**src/rtl/rob_commit_if.sv**
```systemverilog
// rtl/rob_commit_if.sv - dispatch/complete/retire bundle between rename, CDB, free list and the ROB
interface rob_commit_if #(
    parameter int DEPTH  = 8,
    parameter int PREG_W = 5,
    parameter int AREG_W = 5
);
    localparam int TAG_W = $clog2(DEPTH);

    logic              dispatch_valid;
    logic [AREG_W-1:0] dispatch_arch_dest;
    logic [PREG_W-1:0] dispatch_phys_dest;
    logic [PREG_W-1:0] dispatch_phys_old;
    logic              dispatch_ready;
    logic [TAG_W-1:0]  dispatch_tag;
    logic              complete_valid;
    logic [TAG_W-1:0]  complete_tag;
    logic              retire_valid;
    logic [AREG_W-1:0] retire_arch_dest;
    logic [PREG_W-1:0] retire_phys_dest;
    logic              commit_flag;
    logic [PREG_W-1:0] commit_phys_reg;
    logic [TAG_W:0]    count;

    modport master (
        output dispatch_valid, dispatch_arch_dest, dispatch_phys_dest, dispatch_phys_old,
        output complete_valid, complete_tag,
        input  dispatch_ready, dispatch_tag, retire_valid, retire_arch_dest, retire_phys_dest,
        input  commit_flag, commit_phys_reg, count
    );

    modport slave (
        input  dispatch_valid, dispatch_arch_dest, dispatch_phys_dest, dispatch_phys_old,
        input  complete_valid, complete_tag,
        output dispatch_ready, dispatch_tag, retire_valid, retire_arch_dest, retire_phys_dest,
        output commit_flag, commit_phys_reg, count
    );
endinterface

```
**src/rtl/rob_commit.sv**
```systemverilog
// rtl/rob_commit.sv - in-order reorder buffer with single-retire commit and free-list return
module rob_commit #(
    parameter int DEPTH  = 8,
    parameter int PREG_W = 5,
    parameter int AREG_W = 5
) (
    input  logic         clk,
    input  logic         reset,
    rob_commit_if.slave  rob
);
    localparam int TAG_W = $clog2(DEPTH);
    localparam logic [TAG_W:0] FULL_COUNT = (TAG_W+1)'(DEPTH);

    logic [DEPTH-1:0]  valid_q;
    logic [DEPTH-1:0]  done_q;
    logic [AREG_W-1:0] arch_q [DEPTH];
    logic [PREG_W-1:0] phys_q [DEPTH];
    logic [PREG_W-1:0] old_q  [DEPTH];
    logic [TAG_W-1:0]  head_q;
    logic [TAG_W-1:0]  tail_q;
    logic [TAG_W:0]    count_q;

    logic alloc;
    logic retire;

    // Every output below depends only on registered state, never on this cycle's inputs.
    assign rob.dispatch_ready   = (count_q != FULL_COUNT);
    assign rob.dispatch_tag     = tail_q;
    assign rob.count            = count_q;
    assign retire               = valid_q[head_q] && done_q[head_q];
    assign rob.retire_valid     = retire;
    assign rob.retire_arch_dest = arch_q[head_q];
    assign rob.retire_phys_dest = phys_q[head_q];
    assign rob.commit_phys_reg  = retire ? old_q[head_q] : '0;
    // Physical register 0 is the permanent x0 mapping and must never re-enter the free list.
    assign rob.commit_flag      = retire && (old_q[head_q] != '0);

    assign alloc = rob.dispatch_valid && rob.dispatch_ready;

    always_ff @(posedge clk) begin
        if (reset) begin
            valid_q <= '0;
            done_q  <= '0;
            head_q  <= '0;
            tail_q  <= '0;
            count_q <= '0;
            for (int i = 0; i < DEPTH; i++) begin
                arch_q[i] <= '0;
                phys_q[i] <= '0;
                old_q[i]  <= '0;
            end
        end else begin
            // Completion to a not-yet-valid entry (including the one being allocated) is dropped.
            if (rob.complete_valid && valid_q[rob.complete_tag]) begin
                done_q[rob.complete_tag] <= 1'b1;
            end
            if (retire) begin
                valid_q[head_q] <= 1'b0;
                done_q[head_q]  <= 1'b0;
                head_q          <= head_q + 1'b1;
            end
            if (alloc) begin
                valid_q[tail_q] <= 1'b1;
                done_q[tail_q]  <= 1'b0;
                arch_q[tail_q]  <= rob.dispatch_arch_dest;
                phys_q[tail_q]  <= rob.dispatch_phys_dest;
                old_q[tail_q]   <= rob.dispatch_phys_old;
                tail_q          <= tail_q + 1'b1;
            end
            case ({alloc, retire})
                2'b10:   count_q <= count_q + 1'b1;
                2'b01:   count_q <= count_q - 1'b1;
                default: count_q <= count_q;
            endcase
        end
    end
endmodule

```
**src/flat_wrapper.sv**
```systemverilog
// flat-port wrapper written by rule: the top's interface ports become plain ports
module rob_commit_flat 
#(
    parameter int DEPTH  = 8,
    parameter int PREG_W = 5,
    parameter int AREG_W = 5
)
  (clk, reset, rob_dispatch_valid, rob_dispatch_arch_dest, rob_dispatch_phys_dest, rob_dispatch_phys_old, rob_complete_valid, rob_complete_tag, rob_dispatch_ready, rob_dispatch_tag, rob_retire_valid, rob_retire_arch_dest, rob_retire_phys_dest, rob_commit_flag, rob_commit_phys_reg, rob_count);
  rob_commit_if #(.DEPTH(DEPTH), .PREG_W(PREG_W), .AREG_W(AREG_W)) rob_i ();
  input  logic clk;
  input  logic reset;
  input wire logic [$bits(rob_i.dispatch_valid)-1:0] rob_dispatch_valid;
  input wire logic [$bits(rob_i.dispatch_arch_dest)-1:0] rob_dispatch_arch_dest;
  input wire logic [$bits(rob_i.dispatch_phys_dest)-1:0] rob_dispatch_phys_dest;
  input wire logic [$bits(rob_i.dispatch_phys_old)-1:0] rob_dispatch_phys_old;
  input wire logic [$bits(rob_i.complete_valid)-1:0] rob_complete_valid;
  input wire logic [$bits(rob_i.complete_tag)-1:0] rob_complete_tag;
  output wire logic [$bits(rob_i.dispatch_ready)-1:0] rob_dispatch_ready;
  output wire logic [$bits(rob_i.dispatch_tag)-1:0] rob_dispatch_tag;
  output wire logic [$bits(rob_i.retire_valid)-1:0] rob_retire_valid;
  output wire logic [$bits(rob_i.retire_arch_dest)-1:0] rob_retire_arch_dest;
  output wire logic [$bits(rob_i.retire_phys_dest)-1:0] rob_retire_phys_dest;
  output wire logic [$bits(rob_i.commit_flag)-1:0] rob_commit_flag;
  output wire logic [$bits(rob_i.commit_phys_reg)-1:0] rob_commit_phys_reg;
  output wire logic [$bits(rob_i.count)-1:0] rob_count;
  assign rob_i.dispatch_valid = rob_dispatch_valid;
  assign rob_i.dispatch_arch_dest = rob_dispatch_arch_dest;
  assign rob_i.dispatch_phys_dest = rob_dispatch_phys_dest;
  assign rob_i.dispatch_phys_old = rob_dispatch_phys_old;
  assign rob_i.complete_valid = rob_complete_valid;
  assign rob_i.complete_tag = rob_complete_tag;
  assign rob_dispatch_ready = rob_i.dispatch_ready;
  assign rob_dispatch_tag = rob_i.dispatch_tag;
  assign rob_retire_valid = rob_i.retire_valid;
  assign rob_retire_arch_dest = rob_i.retire_arch_dest;
  assign rob_retire_phys_dest = rob_i.retire_phys_dest;
  assign rob_commit_flag = rob_i.commit_flag;
  assign rob_commit_phys_reg = rob_i.commit_phys_reg;
  assign rob_count = rob_i.count;
  rob_commit #(.DEPTH(DEPTH), .PREG_W(PREG_W), .AREG_W(AREG_W)) u_core (.clk(clk), .reset(reset), .rob(rob_i));
endmodule
```
**config.mk**
```make
export PLATFORM = sky130hd
export DESIGN_NAME = rob_commit_flat
export DESIGN_NICKNAME = d
export VERILOG_FILES = /design/src/rtl/rob_commit_if.sv /design/src/rtl/rob_commit.sv /design/src/flat_wrapper.sv
export SDC_FILE = /design/constraint.sdc
export NUM_CORES = 1
export LEC_CHECK = 0
export BUFFER_PORTS_ARGS = -buffer_cell sky130_fd_sc_hd__buf_2
export CAP_MARGIN = 20
export CORE_MARGIN = 3
export CORE_UTILIZATION = 25
export CTS_BUF_LIST = sky130_fd_sc_hd__clkbuf_2 sky130_fd_sc_hd__clkbuf_4 sky130_fd_sc_hd__clkbuf_8
export DETAILED_ROUTE_END_ITERATION = 6
export GPL_ROUTABILITY_DRIVEN = 1
export PLACE_DENSITY_LB_ADDON = 0.1
export SLEW_MARGIN = 10
export SYNTH_ARGS = -nofsm -noshare
export SYNTH_HDL_FRONTEND = slang
export SYNTH_SLANG_ARGS = --single-unit
export TNS_END_PERCENT = 50
```
**constraint.sdc**
```tcl
create_clock -name clk -period 3.7 [get_ports clk]
set_input_delay 0.185 -clock clk [delete_from_list [all_inputs] [get_ports clk]]
set_output_delay 0.185 -clock clk [all_outputs]
set_load 0.02 [all_outputs]
```
==> reports/qor.yml, run 1 <==
status: "complete, no violations"
critPathKind: "reg -> reg"
ys_top_cells_by_area: "edfxtp_1 (52%), and2_1 (11%), mux4_2 (8.7%)"
ys_types: 56
multi_input_area_sq_um: 2751
path_clk_slew_ps: 80
min_period_over_period: 0.8799
fin_crit_ps: 3256
critPathLaunchType: "flip-flop"
synth_largest_area_cell: "edfxtp_1"
first_iter_violations: 288
hold_viol_final: 0
synthArstFlopShare: 0
finalNonFillerCells: 937
row_count: 60
cp.arrival_ps: 3630
regArea_sq_um: 4187
final_antenna_net_count: 0
die_height_um: 173.0
p_leak_nw: 2.920
combPwrFrac: 0.069
synth_area_sq_um: 6975
dp.cells: 904
die_w_um: 173.0
hold_buffers: 0
power_density_nw_per_um2: 426.5
post_dp_cell_area_sq_um: 7760
setup_viol: 0
synth-edff-count: 120
cts-htree-levels: 4
grt_max_degree: 35
crit_fanout: 10
clock_latency_ps: 450
swShare: 0.2421
via_per_inst: 4.572
slew_viol_final: 0
worst_ep_required_time_ps: 4080
antenna_found_initial: 1
min_path_cells: 3
tightest_slew_ps: 1037
peakVddDrop_v: 0.0001654
globalRouteOverflowTotal: 0
synth.avg_cell_area_sq_um: 13.92
synth.top_cell.area_share: 0.5166
cts_resized: 0
drive_gt1_frac: 0.2855
gp_congestion: 0.7675
synth_most_common_cell: "and2_1"
drc: 0
ys_seq_area_frac: 0.5998
core-area_sq_um: 27180
relSlewSlack: 0.3067
cts_buffers: 17
grt_pass1_wl_mm: 29.15
port_buffers: 46
fin_setup_tns_ps: 0
cts_tree: "yes"
yosysWarningCount: 0
root_buffer: "clkbuf_8"
vias: 4284
cts_setup_buffers: 0
design_area_sq_um: 8182
first_pass_iters: 5
drv_cap: 0
wire_per_inst_um: 20.56
grt_usage: 0.1308
clock_path_buffers: 2
power.internal_mw: 2.644
max_freq_mhz: 307.2
finalNetCount: 578
ys_ff_latch: 149
rsz0062_at_grt: "false"
syn_nets: 528
p_switching_mw: 0.8449
r2r_cells: 13
n_fill_cell: 2797
synth-main-ff-cell: "edfxtp_1"
dieArea_sq_um: 29940
end_kind: "flip-flop"
grt_pass1_vias: 4599
cts_sinks: 149
syn_inst: 501
pwr-share-seq: 0.546
fin_worst_skew_ps: 14.17
ios: 47
dp_hpwl_mm: 11.68
area_growth_syn_to_layout_pct: 17.29
hold_class: "in -> reg"
initial_core_util: 0.2567
clkPwrFrac: 0.385
ys_top_cells_by_count: "and2_1 (121), edfxtp_1 (120), dfxtp_1 (29)"
drt_wl_total_mm: 19.27
state kept, by name, summed over array words and instances (netlist names), named ones only:
name                     flops
u_core.valid_q               8
u_core.rob.count             4
u_core.phys_q               40
u_core.done_q                8
u_core.head_q                3
u_core.old_q                40
u_core.rob.dispatch_tag      3
u_core.arch_q               40
through the flow:
step	setup WS, ps	power, mW	util	hold WS [ps]
6_report	444.3	3.489	0.3011	83.63
5_1_grt	267.3	3.632	0.3011	62.20
4_1_cts	460.2	3.539	0.3010	49.56
3_5_place_dp	483.8	2.193	0.2855	506.8
3_3_place_gp	531.2	2.188	0.2855	495.1
2_1_floorplan	887.6	2.068	-	345.0
cells by family after synthesis:
kind of cell	Yosys count	synth area share
flops	149	0.5998
buf+inv	34	0.02206
mux	54	0.1304
xor+xnor	4	0.005022
simple gates	191	0.1717
compound gates	64	0.06206
fa+ha+maj	5	0.008969
critical path: stages, from the launching register on:
cell     delay, ps
dfxtp_1        540
buf_4          210
mux2i_1        230
o22ai_2        150
o31a_4         390
nor2_4         230
inv_4          130
ha_1           280
xor2_1         160
ha_1           180
a21oi_1        160
xor2_1          90
or3_1          300
a21oi_1        130
metal layers:
metal | vias to the layer above | global-route usage | share of wire
li1 | 1982 | - | -
met1 | 2185 | 0.1823 | 0.48
met2 | 103 | 0.2067 | 0.47
met3 | 14 | 0.02789 | 0.040
met4 | 0 | 0.03615 | 0.010
met5 | - | 0 | 0
layout make-up:
| class | count | area share |
|---|---|---|
| Tap cell | 372 | 0.05689 |
| Inverter | 5 | 0.002600 |
| Clock buffer | 18 | 0.02952 |
| Clock inverter | 14 | 0.02172 |
| Timing Repair Buffer | 60 | 0.04098 |
| Multi-Input combinational cell | 318 | 0.3363 |
| Sequential cell | 149 | 0.5117 |
| Antenna cell | 1 | 0.0003059 |
cells in the final DEF, fill, tap and decap left out, types with 4 or more instances in the layout:
cell and count:
nor3_1 9, nand2_1 9, mux4_2 27, and2_1 121
mux2i_1 14, a21oi_1 22, edfxtp_1 120, buf_4 14
nor3_4 6, a31o_2 4, nand2b_1 5, dfxtp_1 27
o22ai_1 4, ha_1 5, nand3_1 4, xor2_1 4
clkinv_4 6, mux2_2 12, nor2_1 11, o21ai_2 6
buf_2 46, a41oi_1 4, o21a_1 4, clkbuf_8 17
o21ai_0 4
power groups by stage:
stage | sequential (mW) | combinational [mW] | clock, mW
global route | 1.91 | 0.267 | 1.45
detailed placement | 1.94 | 0.250 | 0
floorplan | 1.94 | 0.131 | 0
CTS | 1.91 | 0.250 | 1.38
global placement | 1.94 | 0.248 | 0
finish | 1.90 | 0.242 | 1.34
final timing paths:
check,slack [ps],start,to
setup / recovery,440,u_core.head_q[0],u_core.rob.count[2]
hold / removal,80,rob_dispatch_valid,u_core.rob.dispatch_tag[1]
setup reg to reg,440,u_core.head_q[0],u_core.rob.count[2]
hold reg to reg,520,u_core.done_q[1],u_core.done_q[1]
Note: power is estimated with default switching activity, not from simulation.
==> run 2: changes to the inputs <==
--- a/config.mk
+++ b/config.mk
@@ -7,7 +7,7 @@
 export LEC_CHECK = 0
 export BUFFER_PORTS_ARGS = -buffer_cell sky130_fd_sc_hd__buf_2
 export CAP_MARGIN = 20
-export CORE_MARGIN = 3
+export CORE_MARGIN = 10
 export CORE_UTILIZATION = 25
 export CTS_BUF_LIST = sky130_fd_sc_hd__clkbuf_2 sky130_fd_sc_hd__clkbuf_4 sky130_fd_sc_hd__clkbuf_8
 export DETAILED_ROUTE_END_ITERATION = 6
==> reports/qor.yml, run 2 (synthesis results as in run 1) <==
status: "complete, no violations"
gp_congestion: 0.8161  # +6.3%
cts-htree-levels: 4  # unchanged
grt_pass1_vias: 4692  # +2.0%
dp_hpwl_mm: 12.37  # +5.9%
hold_viol_final: 0  # unchanged
finalNetCount: 579  # +0.17%
port_buffers: 46  # unchanged
clock_latency_ps: 450  # about the same
drv_cap: 0  # unchanged
ios: 47  # unchanged
min_period_over_period: 0.9101  # +0.03014
critical-path-top-delay-family: "simple AND/OR/NAND/NOR gates"
clock_path_buffers: 2  # unchanged
critPathLaunchType: "flip-flop"
dieArea_sq_um: 34980  # +17%
p_leak_nw: 2.937  # +0.58%
fin_worst_skew_ps: 13.50  # -0.6652 ps
p_total_mw: 3.572  # +2.4%
path_clk_slew_ps: 90  # about the same
core-area_sq_um: 27630  # +1.7%
end_kind: "flip-flop"
cts_sinks: 149  # unchanged
post-route-worst-setup-slack_ps: 332.8  # -111.5 ps
crit_fanout: 10  # unchanged
post_dp_cell_area_sq_um: 7779  # +0.24%
cp.arrival_ps: 3740  # +110 ps
dp_slack_ps: 397.7  # -86.05 ps
regArea_sq_um: 4187  # unchanged
slew_viol_final: 0  # unchanged
hold_class: "in -> reg"
drc: 0  # unchanged
row_count: 61  # +1.7%
initial_core_util: 0.2525  # -0.004208
critical_path.cell_chain: "mux4_1 > and2_1 > o31a_4 > nor2_4 > inv_4 > ha_1 > xor2_1 > ha_1 > a21oi_1 > xor2_1 > or3_1 > a21oi_1"
multi_input_area_sq_um: 2763  # +0.41%
first_pass_iters: 5  # unchanged
worst_ep_required_time_ps: 4070  # about the same
cts_buffers: 17  # unchanged
rsz0062_at_grt: "false"
cts_setup_buffers: 0  # unchanged
setup_viol: 0  # unchanged
vias: 4339  # +1.3%
tightest_slew_ps: 1071  # +34.19 ps
antenna_found_initial: 3  # +2
top_regs: "u_core.arch_q (40), u_core.old_q (40), u_core.phys_q (40)"
critPathKind: "reg -> reg"
grt_max_degree: 26  # -26%
slowest_stage: "mux4_1"
final_antenna_net_count: 0  # unchanged
max_freq_mhz: 297.0  # -3.3%
die_height_um: 187.0  # +8.1%
grt_usage: 0.1144  # -0.01646
wire_per_inst_um: 20.91  # +1.7%
drt_wl_total_mm: 19.72  # +2.4%
n_fill_cell: 2823  # +0.93%
area_growth_syn_to_layout_pct: 18.04
via_per_inst: 4.601  # +0.64%
root_buffer: "clkbuf_8"
power_density_nw_per_um2: 433.8  # +1.7%
cts_resized: 0  # unchanged
cts_tree: "yes"
first_iter_violations: 242  # -16%
fin_crit_ps: 3367  # +111.5 ps
design_area_sq_um: 8234  # +0.64%
grt_pass1_wl_mm: 30.14  # +3.4%
path_buf_inv: 1  # -1
n_antenna_cell: 0  # -1
drive_gt1_frac: 0.2885  # +0.003035
final_cell_mix: "and2_1 (121), edfxtp_1 (120), buf_2 (46)"
globalRouteOverflowTotal: 0  # unchanged
final_common_cell: "and2_1"
max_stage_delay_ps: 610  # +70 ps
hold_buffers: 0  # unchanged
relSlewSlack: 0.2838  # -0.02287
die_w_um: 187.0  # +8.1%
fin_setup_tns_ps: 0  # unchanged
peakVddDrop_v: 0.0001996  # +21%
run 2: layer usage:
layer,GRT usage,vias to the layer above,part of all wire
met4,0.02885,4,0.015
met2,0.1835,101,0.47
met5,0,-,0.0014
li1,-,1998,-
met1,0.1507,2216,0.47
met3,0.02890,20,0.043
run 2: cell type report:
type                       count  area share
inverter                       5    0.002583
multi-input combinational    318      0.3355
clock inverter                14     0.02416
clock buffer                  18     0.02933
timing repair buffer          61     0.04255
tap                          378     0.05744
sequential                   149      0.5084
run 2: metrics by stage:
stage | hold slack [ps] | std cells | util
2_1_floorplan | 345.0 | 501 | -
3_5_place_dp | 503.5 | 910 | 0.2815
5_1_grt | 71.05 | 943 | 0.2980
3_3_place_gp | 505.1 | 910 | 0.2815
6_report | 90.80 | 943 | 0.2980
4_1_cts | 62.42 | 942 | 0.2975
run 2: path summary, 6_finish.rpt:
| path | from | endpoint | slack (ps) | cells past startpoint |
|---|---|---|---|---|
| setup / recovery | u_core.head_q[0] | u_core.rob.count[2] | 330 | 12 |
| hold reg to reg | u_core.done_q[1] | u_core.done_q[1] | 520 | 2 |
| hold / removal | rob_dispatch_valid | u_core.rob.dispatch_tag[1] | 90 | 3 |
| setup reg to reg | u_core.head_q[0] | u_core.rob.count[2] | 330 | 12 |
run 2: power breakdown:
group          switching [mW]  total, mW  internal [mW]
Clock                   0.669       1.42          0.754
Combinational           0.158      0.244         0.0862
Sequential             0.0287       1.90           1.88
Total                   0.856       3.57           2.72
run 2: worst min-delay path, cell delays in order:
cell	delay, ps
buf_2	150
nand3_1	90
a21oi_1	50
==> run 3: changes to the inputs <==
--- a/config.mk
+++ b/config.mk
@@ -12,7 +12,8 @@
 export CTS_BUF_LIST = sky130_fd_sc_hd__clkbuf_2 sky130_fd_sc_hd__clkbuf_4 sky130_fd_sc_hd__clkbuf_8
 export DETAILED_ROUTE_END_ITERATION = 6
 export GPL_ROUTABILITY_DRIVEN = 1
-export PLACE_DENSITY_LB_ADDON = 0.1
+export PLACE_DENSITY = 0.4
+export SKIP_LAST_GASP = 1
 export SLEW_MARGIN = 10
 export SYNTH_ARGS = -nofsm -noshare
 export SYNTH_HDL_FRONTEND = slang
==> reports/qor.yml, run 3 (synthesis results as in run 1) <==
worst_ep_required_time_ps: 4070  # about the same
post-route-worst-setup-slack_ps: 471.9  # +139.1 ps
clkPwrFrac: 0.357  # -0.041
finalNonFillerCells: 944  # +0.11%
setup_viol: 0  # unchanged
root_buffer: "clkbuf_8"
end_kind: "flip-flop"
path_clk_slew_ps: 80  # about the same
cts_resized: 0  # unchanged
row_count: 61  # unchanged
finalNetCount: 579  # unchanged
peakVddDrop_v: 0.0001861  # -6.8%
area_growth_syn_to_layout_pct: 16.56
hold_class: "in -> reg"
p_total_mw: 3.343  # -6.4%
clock_path_buffers: 2  # unchanged
cts_sinks: 149  # unchanged
pwr-share-seq: 0.570  # +0.037
dp.cells: 911  # +0.11%
swShare: 0.2512  # +0.01149
min_period_over_period: 0.8725  # -0.03760
hold_buffers: 0  # unchanged
grt_pass1_vias: 4765  # +1.6%
wire_per_inst_um: 20.83  # -0.40%
vias: 4351  # +0.28%
via_per_inst: 4.609  # +0.17%
hold_path.startpoint: "rob_dispatch_valid"
power_density_nw_per_um2: 411.2  # -5.2%
post_dp_cell_area_sq_um: 7769  # -0.13%
die_height_um: 187.0  # unchanged
relSlewSlack: 0.3517  # +0.06787
fin_worst_skew_ps: 14.83  # +1.323 ps
globalRouteOverflowTotal: 0  # unchanged
gp_congestion: 0.7941  # -2.7%
dieArea_sq_um: 34980  # unchanged
r2r_cells: 12  # unchanged
initial_core_util: 0.2525  # unchanged
tightest_slew_ps: 969.3  # -101.5 ps
critPathKind: "reg -> reg"
cp.arrival_ps: 3600  # -140 ps
critPathLaunchType: "flip-flop"
status: "complete, no violations"
dp_hpwl_mm: 12.21  # -1.3%
drive_gt1_frac: 0.2872  # -0.001262
drt_wl_total_mm: 19.66  # -0.30%
grt_max_degree: 26  # unchanged
antenna_found_initial: 2  # -1
ios: 47  # unchanged
min_path_cells: 3  # unchanged
max_freq_mhz: 309.8  # +4.3%
cts_setup_buffers: 0  # unchanged
drc: 0  # unchanged
top_regs: "u_core.arch_q (40), u_core.old_q (40), u_core.phys_q (40)"
die_w_um: 187.0  # unchanged
first_iter_violations: 348  # +44%
r2r_slack_ps: 470  # +140 ps
combPwrFrac: 0.073  # +0.005
fin_setup_tns_ps: 0  # unchanged
grt_pass1_wl_mm: 30.08  # -0.21%
grt_usage: 0.1150  # +0.0006117
r2r_end: "u_core.rob.count[2]"
final_antenna_net_count: 0  # unchanged
hold-path-endpoint: "u_core.rob.dispatch_tag[1]"
cts-htree-levels: 4  # unchanged
rsz0062_at_grt: "false"
design_area_sq_um: 8130  # -1.3%
first_pass_iters: 5  # unchanged
drv_cap: 0  # unchanged
p_leak_nw: 2.879  # -2.0%
clock_latency_ps: 450  # about the same
dp_slack_ps: 474.1  # +76.39 ps
core-area_sq_um: 27630  # unchanged
final_cell_mix: "and2_1 (121), edfxtp_1 (120), buf_2 (46)"
cts_buffers: 17  # unchanged
cts_tree: "yes"
r2r-start: "u_core.head_q[0]"
slew_viol_final: 0  # unchanged
hold_viol_final: 0  # unchanged
p_switching_mw: 0.8398  # -1.9%
final_common_cell: "and2_1"
crit_fanout: 10  # unchanged
power.internal_mw: 2.504  # -7.8%
fin_crit_ps: 3228  # -139.1 ps
port_buffers: 46  # unchanged
==> run 3: area by class of cell <==
class                           instances  area, sq um
Timing Repair Buffer                   61        342.8
Sequential cell                       149         4187
Clock inverter                         12        107.6
Fill cell                            2827        19500
Clock buffer                           19        249.0
Inverter                                5        21.27
Multi-Input combinational cell        318         2745
Tap cell                              378        473.0
Antenna cell                            2        5.005
==> run 3: power by group through the flow <==
stage	clock (mW)	sequential (mW)	combinational (mW)
4_1_cts	1.22	1.91	0.252
5_1_grt	1.29	1.91	0.270
3_3_place_gp	0	1.94	0.249
2_1_floorplan	0	1.94	0.131
3_5_place_dp	0	1.94	0.251
6_report	1.19	1.90	0.244
==> run 3: worst max-delay path, cell delays in order, from the launching register on <==
cell and delay, ps:
dfxtp_1 540, mux4_1 590, and2_1 220, o31a_4 150, nor2_4 230, inv_4 110
ha_1 290, xor2_1 170, ha_1 180, a21oi_1 140, xor2_1 100, or3_1 310
a21oi_1 140
==> run 3: worst max-delay path by stage <==
stage	cells past startpoint	startpoint	slack (ps)	endpoint
6_report	12	u_core.head_q[0]	470	u_core.rob.count[2]
5_1_grt	12	u_core.head_q[0]	190	u_core.rob.count[2]
4_1_cts	12	u_core.head_q[0]	460	u_core.rob.count[2]
3_5_place_dp	12	u_core.head_q[0]	470	u_core.rob.count[2]
3_3_place_gp	12	u_core.head_q[0]	520	u_core.rob.count[2]
2_1_floorplan	12	u_core.head_q[0]	890	u_core.rob.count[2]
==> run 3: metrics by stage <==
| step | hold slack (ps) | utilization |
|---|---|---|
| 2_1_floorplan | 345.0 | - |
| 3_3_place_gp | 526.7 | 0.2812 |
| 3_5_place_dp | 513.3 | 0.2812 |
| 4_1_cts | 49.11 | 0.2941 |
| 5_1_grt | 58.43 | 0.2942 |
| 6_report | 79.21 | 0.2943 |
==> run 3: per-layer routing <==
metal / track usage / share of wire / up-vias
met2: 0.1810 / 0.47 / 119
met5: 0 / 0.00066 / -
met1: 0.1531 / 0.46 / 2230
met4: 0.03040 / 0.0083 / 2
li1: - / - / 1988
met3: 0.03020 / 0.055 / 12
